## config.mk

```make
export PLATFORM = sky130hd
export DESIGN_NAME = cfg_mux_pipe
export DESIGN_NICKNAME = d
export VERILOG_FILES = /design/src/rtl/cfg_mux_pipe.sv
export SDC_FILE = /design/constraint.sdc
export NUM_CORES = 1
export LEC_CHECK = 0
export BUFFER_PORTS_ARGS = -buffer_cell sky130_fd_sc_hd__buf_2
export CORE_MARGIN = 2
export CORE_UTILIZATION = 50
export CTS_CLUSTER_DIAMETER = 150
export DETAILED_ROUTE_END_ITERATION = 16
export PLACE_DENSITY = 0.76
export SYNTH_ARGS = -nofsm -noshare
export SYNTH_HDL_FRONTEND = slang
export SYNTH_SLANG_ARGS = --single-unit
```

## constraint.sdc

```tcl
create_clock -name clk -period 1.3 [get_ports clk]
set_clock_uncertainty 0.2 [all_clocks]
set_input_delay 0.065 -clock clk [delete_from_list [all_inputs] [get_ports clk]]
set_output_delay 0.065 -clock clk [all_outputs]
set_load 0.02 [all_outputs]
```

## src/rtl/cfg_mux_pipe.sv

```systemverilog
// cfg_mux_pipe: N_INPUTS:1 configurable input mux with a serially loaded selector and
// optional per-level pipeline registers in the binary mux tree.
//
// Optional feature macro: CFG_SHADOW_EN
//   defined   - the config chain is a shadow register; cfg_commit copies it into the
//               active selector, and samples keep flowing while the chain shifts.
//   undefined - the config chain is the active selector; samples offered while the
//               chain shifts are dropped, and cfg_commit is ignored.
//
// Every sample carries its own selector, valid and out-of-range flag down the tree, so
// reconfiguration never disturbs samples already in flight.
module cfg_mux_pipe #(
  parameter int unsigned N_INPUTS  = 44,
  parameter logic [31:0] STAGE_REG = 32'h15
) (
  input  logic                clk,
  input  logic                rst_n,
  input  logic [N_INPUTS-1:0] data_in,
  input  logic                in_valid,
  output logic                data_out,
  output logic                out_valid,
  output logic                sel_oor,
  input  logic                cfg_en,
  input  logic                cfg_in,
  output logic                cfg_out,
  input  logic                cfg_commit
);

  localparam int unsigned SEL_W = $clog2(N_INPUTS);
  // Input vector padded to a full power of two so every level halves cleanly.
  localparam int unsigned NP = 1 << SEL_W;
  localparam logic [SEL_W:0] NIn = (SEL_W + 1)'(N_INPUTS);

  // ---------------------------------------------------------------------------------------
  // Serial configuration chain (MSB shifted in first, MSB leaves on cfg_out)
  // ---------------------------------------------------------------------------------------
  logic [SEL_W-1:0] chain_q, chain_d;
  logic [SEL_W-1:0] sel_act;
  logic             accept;

  // Shift one bit in at the LSB; truncation drops the outgoing MSB.
  always_comb begin
    chain_d = chain_q;
    if (cfg_en) begin
      chain_d = SEL_W'({chain_q, cfg_in});
    end
  end

  // Chain register.
  always_ff @(posedge clk or negedge rst_n) begin
    if (!rst_n) begin
      chain_q <= '0;
    end else begin
      chain_q <= chain_d;
    end
  end

  assign cfg_out = chain_q[SEL_W-1];

`ifdef CFG_SHADOW_EN
  logic [SEL_W-1:0] active_q, active_d;

  // Commit takes the pre-shift chain value even when a shift happens on the same edge.
  always_comb begin
    active_d = active_q;
    if (cfg_commit) begin
      active_d = chain_q;
    end
  end

  // Active selector register, isolated from the shifting chain.
  always_ff @(posedge clk or negedge rst_n) begin
    if (!rst_n) begin
      active_q <= '0;
    end else begin
      active_q <= active_d;
    end
  end

  assign sel_act = active_q;
  assign accept  = in_valid;
`else
  // The chain is the live selector, so it is unstable while shifting: drop samples then.
  assign sel_act = chain_q;
  assign accept  = in_valid & ~cfg_en;

  logic unused_commit;
  assign unused_commit = cfg_commit;
`endif

  // ---------------------------------------------------------------------------------------
  // Mux tree. Index k is the input side of level k; index SEL_W is the tree output.
  // ---------------------------------------------------------------------------------------
  logic [NP-1:0]    lvl_data [SEL_W+1];
  logic [SEL_W-1:0] lvl_sel  [SEL_W+1];
  logic             lvl_vld  [SEL_W+1];
  logic             lvl_oor  [SEL_W+1];

  assign lvl_data[0] = NP'(data_in);
  assign lvl_sel[0]  = sel_act;
  assign lvl_vld[0]  = accept;
  assign lvl_oor[0]  = ({1'b0, sel_act} >= NIn);

  for (genvar k = 0; k < SEL_W; k++) begin : g_lvl
    localparam int unsigned Half = NP >> (k + 1);
    localparam logic [NP-1:0] Mask = {NP{1'b1}} >> (NP - Half);

    logic [NP-1:0] mux_data;

    // Selector bit SEL_W-1-k picks the upper or lower half of the live vector.
    always_comb begin
      mux_data = lvl_data[k];
      if (lvl_sel[k][SEL_W-1-k]) begin
        mux_data = lvl_data[k] >> Half;
      end
      mux_data = mux_data & Mask;
    end

    if (STAGE_REG[k]) begin : g_reg
      logic [NP-1:0]    data_q;
      logic [SEL_W-1:0] sel_q;
      logic             vld_q;
      logic             oor_q;

      // Valid advances every cycle; payload loads only with a valid sample and holds
      // otherwise.
      always_ff @(posedge clk or negedge rst_n) begin
        if (!rst_n) begin
          data_q <= '0;
          sel_q  <= '0;
          vld_q  <= 1'b0;
          oor_q  <= 1'b0;
        end else begin
          vld_q <= lvl_vld[k];
          if (lvl_vld[k]) begin
            data_q <= mux_data;
            sel_q  <= lvl_sel[k];
            oor_q  <= lvl_oor[k];
          end
        end
      end

      assign lvl_data[k+1] = data_q;
      assign lvl_sel[k+1]  = sel_q;
      assign lvl_vld[k+1]  = vld_q;
      assign lvl_oor[k+1]  = oor_q;
    end else begin : g_comb
      assign lvl_data[k+1] = mux_data;
      assign lvl_sel[k+1]  = lvl_sel[k];
      assign lvl_vld[k+1]  = lvl_vld[k];
      assign lvl_oor[k+1]  = lvl_oor[k];
    end
  end

  // ---------------------------------------------------------------------------------------
  // Outputs
  // ---------------------------------------------------------------------------------------
  // rst_n gating makes out_valid drop at the reset edge even in the zero-latency build.
  assign out_valid = lvl_vld[SEL_W] & rst_n;
  assign sel_oor   = out_valid & lvl_oor[SEL_W];
  assign data_out  = lvl_data[SEL_W][0] & ~lvl_oor[SEL_W];

  // Upper tree-output bits are always zero and the final selector is fully consumed.
  logic unused_tail;
  assign unused_tail = ^{lvl_data[SEL_W][NP-1:1], lvl_sel[SEL_W]};

endmodule

```

==> flow_metrics.py <==
metrics = {
    "global_routing": {
        "grt_first_pass_wirelength_um": 10230,
        "grt_max_degree": 44,
        "overflow": 0,
        "grt_use_total_pct": 21.38,
        "grt_pass1_vias": 2113,
        "antenna_found_initial": 0,
    },
    "floorplanning": {
        "die_w_um": 81.61,
        "floorplan.initialDensity_pct": 51.17,
        "die_h_um": 81.61,
        "coreArea_um2": 5886,
        "dieArea_um2": 6660,
        "rows": 28,
        "design.portCount": 54,
    },
    "finish": {
        "area_delta_synth_final_pct": 46.07,
        "drive_gt1_share_pct": 50.88,
        "diodes": 0,
        "final_nets": 387,
        "finalNonFillerCells": 417,
        "fin_area_um2": 4399,
    },
    "clock_network": {
        "clk_pin_slew_ns": 0.07,
        "clock_latency_ns": 0.35,
        "numCtsBuffers": 9,
        "clock_sinks": 63,
        "htree_levels": 3,
        "cts_tree": "done",
        "cts_buffer_depth": 2,
        "clk_root_buffer_cell": "clkbuf_8",
    },
    "synth": {
        "ys_seq_elements": 63,
        "synth-main-ff-cell": "dfrtp_1",
        "syn_inst": 211,
        "yosys_warnings": 0,
        "synthDistinctLibCells": 24,
        "postSynth.asyncResetShare_pct": 100.0,
        "synth_fp_nets": 261,
        "synth_area_per_cell_um2": 14.27,
        "synth_edf_count": 0,
        "yosysSeqAreaShare_pct": 52.35,
        "syn_area_um2": 3012,
    },
    "critical_path": {
        "cpPeakStageDelay_ns": 0.44,
        "crit_required_ns": 1.33,
        "cp_top_family": "multiplexers",
        "cp.arrival_ns": 1.50,
        "critPathKind": "reg2reg",
        "path_depth": 3,
        "rr_endpoint": "g_lvl[0].g_reg.data_q[10]",
        "critPathMaxFanout": 13,
        "setup.worst_path.start_class": "flip-flop",
        "r2r.worst_path.cells": 3,
        "crit_slowest_cell": "dfrtp_2",
        "timing.rr.start": "chain_q[5]",
        "rrSetupSlack_ns": -0.18,
        "cp_common_cell": "mux2_4",
        "path_buf_inv": 1,
        "crit_chain": "buf_12, mux2_4, mux2_4",
        "worstSetupEndpointType": "flip-flop",
    },
    "min_path": {
        "holdPathStages": 4,
        "holdPathEnd": "g_lvl[0].g_reg.oor_q",
        "hold_start": "cfg_en",
        "hold_class": "in2reg",
    },
    "routing": {
        "wirelength_um": 7149,
        "wl_per_cell_um": 17.14,
        "drc_errors": 0,
        "drt.antenna.violating_nets": 0,
        "vias": 2131,
        "viasPerCell": 5.110,
        "drtIter0Drc": 92,
        "dr.pass1.iters": 4,
    },
    "power": {
        "power_density_nw_per_um2": 1708,
        "vdd_drop_max_mv": 1.034,
        "p_leak_nw": 2.068,
        "p_total_mw": 7.514,
    },
    "placement": {
        "placed_cell_area_um2": 3420,
        "dp_hpwl_um": 3830,
        "placed_cells": 342,
        "io_buffers": 52,
        "gp_congestion": 0.7398,
    },
    "timing": {
        "layout_min_cycle_time_ns": 1.476,
        "setup_tns_ns": -3.146,
        "hold_slack_ns": 0.05771,
        "final_hold_viol_count": 0,
        "setup_viol": 32,
        "max-slew-margin-rel_pct": 64.61,
        "period_share_pct": 113.5,
        "max_freq_mhz": 677.4,
        "rsz0062_at_grt": "yes",
        "timing.final.ws_setup_ns": -0.1761,
        "worst_pin_slew_ns": 0.5309,
        "finalMaxSlewViolations": 0,
    },
    "outcome": {
        "status": "finished, violations left",
        "violations": "setup timing",
    },
    "job": {
        "drv_cap": 0,
    },
}
## power by group
part	switching [mW]	internal, mW	leakage [nW]
Sequential	0.484	2.57	0.775
Combinational	0.973	1.71	1.18
Clock	0.737	1.04	0.109
## placed cells by master, fill, tap and decap left out
cell type	count
and2b_1	2
nor2b_1	15
clkbuf_8	12
o22ai_1	1
mux2_2	30
dfrtp_1	61
nor2b_4	3
dfrtp_2	2
a21oi_1	1
buf_12	3
mux2i_4	3
mux2_4	31
nor2_1	1
o221ai_2	2
mux2i_2	7
nand2_1	2
clkinv_2	2
mux2i_1	11
inv_1	1
nor2b_2	1
dlygate4sd3_1	49
bufinv_16	1
nand3b_1	1
nand2b_1	12
buf_6	9
clkbuf_1	1
buf_4	19
and2_1	1
o221ai_1	8
buf_2	48
clkbuf_16	1
and3_1	1
## kinds of logic (layout without fill, tap and decap cells)
group,after synthesis,after routing,share of synthesized area (%)
AND/OR/NAND/NOR,39,39,8.226
buffers and inverters,15,146,4.113
AO/OA/AOI/OAI,12,12,3.282
multiplexers,82,82,32.03
flip-flops,63,63,52.35
## metrics by stage
stage	util (%)	worst slack [ns]
floorplan	-	-0.2711
global placement	58.10	-0.1425
detailed placement	58.10	-0.1676
CTS	72.36	-0.1645
global route	74.74	-0.2030
finish	74.74	-0.1761
## worst max path at each step
| stage | slack [ns] | end | start |
|---|---|---|---|
| 2_1_floorplan | -0.27 | g_lvl[0].g_reg.data_q[10] | chain_q[5] |
| 3_5_place_dp | -0.17 | g_lvl[0].g_reg.data_q[0] | chain_q[5] |
| 4_1_cts | -0.16 | g_lvl[0].g_reg.data_q[10] | chain_q[5] |
| 5_1_grt | -0.20 | g_lvl[0].g_reg.data_q[2] | chain_q[5] |
| 3_3_place_gp | -0.14 | g_lvl[0].g_reg.data_q[1] | chain_q[5] |
| 6_report | -0.18 | g_lvl[0].g_reg.data_q[10] | chain_q[5] |
## repair_timing
item                                    in CTS  in global routing
buffers inserted                             6                  3
endpoints found under the setup margin      29                 42
cloned                                       0                  1
gates resized for setup                     25                 22
pin swaps                                    3                  7
hold buffers                                49                  0
hold endpoints to repair                   102                  0
## worst register-to-register path, delay by kind of cell, from the launching register on
kind	cells	cell delay (ns)
buffers and inverters	1	0.16
muxes	2	0.55
DFF	1	0.44
## routing by layer
metal	GRT usage (%)	vias to the layer above	part of all wire (%)
met3	3.956	6	3.5
met4	9.667	0	1.2
li1	-	1006	-
met1	25.83	1071	42
met2	37.21	48	54
met5	0	-	0
## area by class of cell
type	count	area, um^2
flip-flops and latches	63	1579
fillers	355	1486
clock buffers	13	168.9
multi-input cells	133	1454
repair buffers	129	1060
well taps	75	93.84
inverters	1	3.754
clock inverters	3	40.04
## sequential cells by signal (all words and copies together), names as in the netlist
name,cells
g_lvl.g_reg.oor_q,3
g_lvl.g_reg.data_q,42
g_lvl.g_reg.sel_q,9
g_lvl.g_reg.vld_q,3
chain_q,6
## cell usage after synthesis (2+ instances only)
cell type / n / area share, %
buf_4: 4 / 1.0
nand2b_1: 12 / 2.5
buf_2: 2 / 0.33
nor2b_1: 18 / 3.7
mux2_4: 18 / 9.0
mux2_2: 43 / 16
buf_6: 3 / 1.1
mux2i_1: 21 / 7.0
clkbuf_1: 2 / 0.25
dfrtp_1: 63 / 52
and2b_1: 2 / 0.50
o221ai_1: 10 / 2.9
nand2_1: 2 / 0.25
Note: power is estimated with default switching activity, not from simulation.
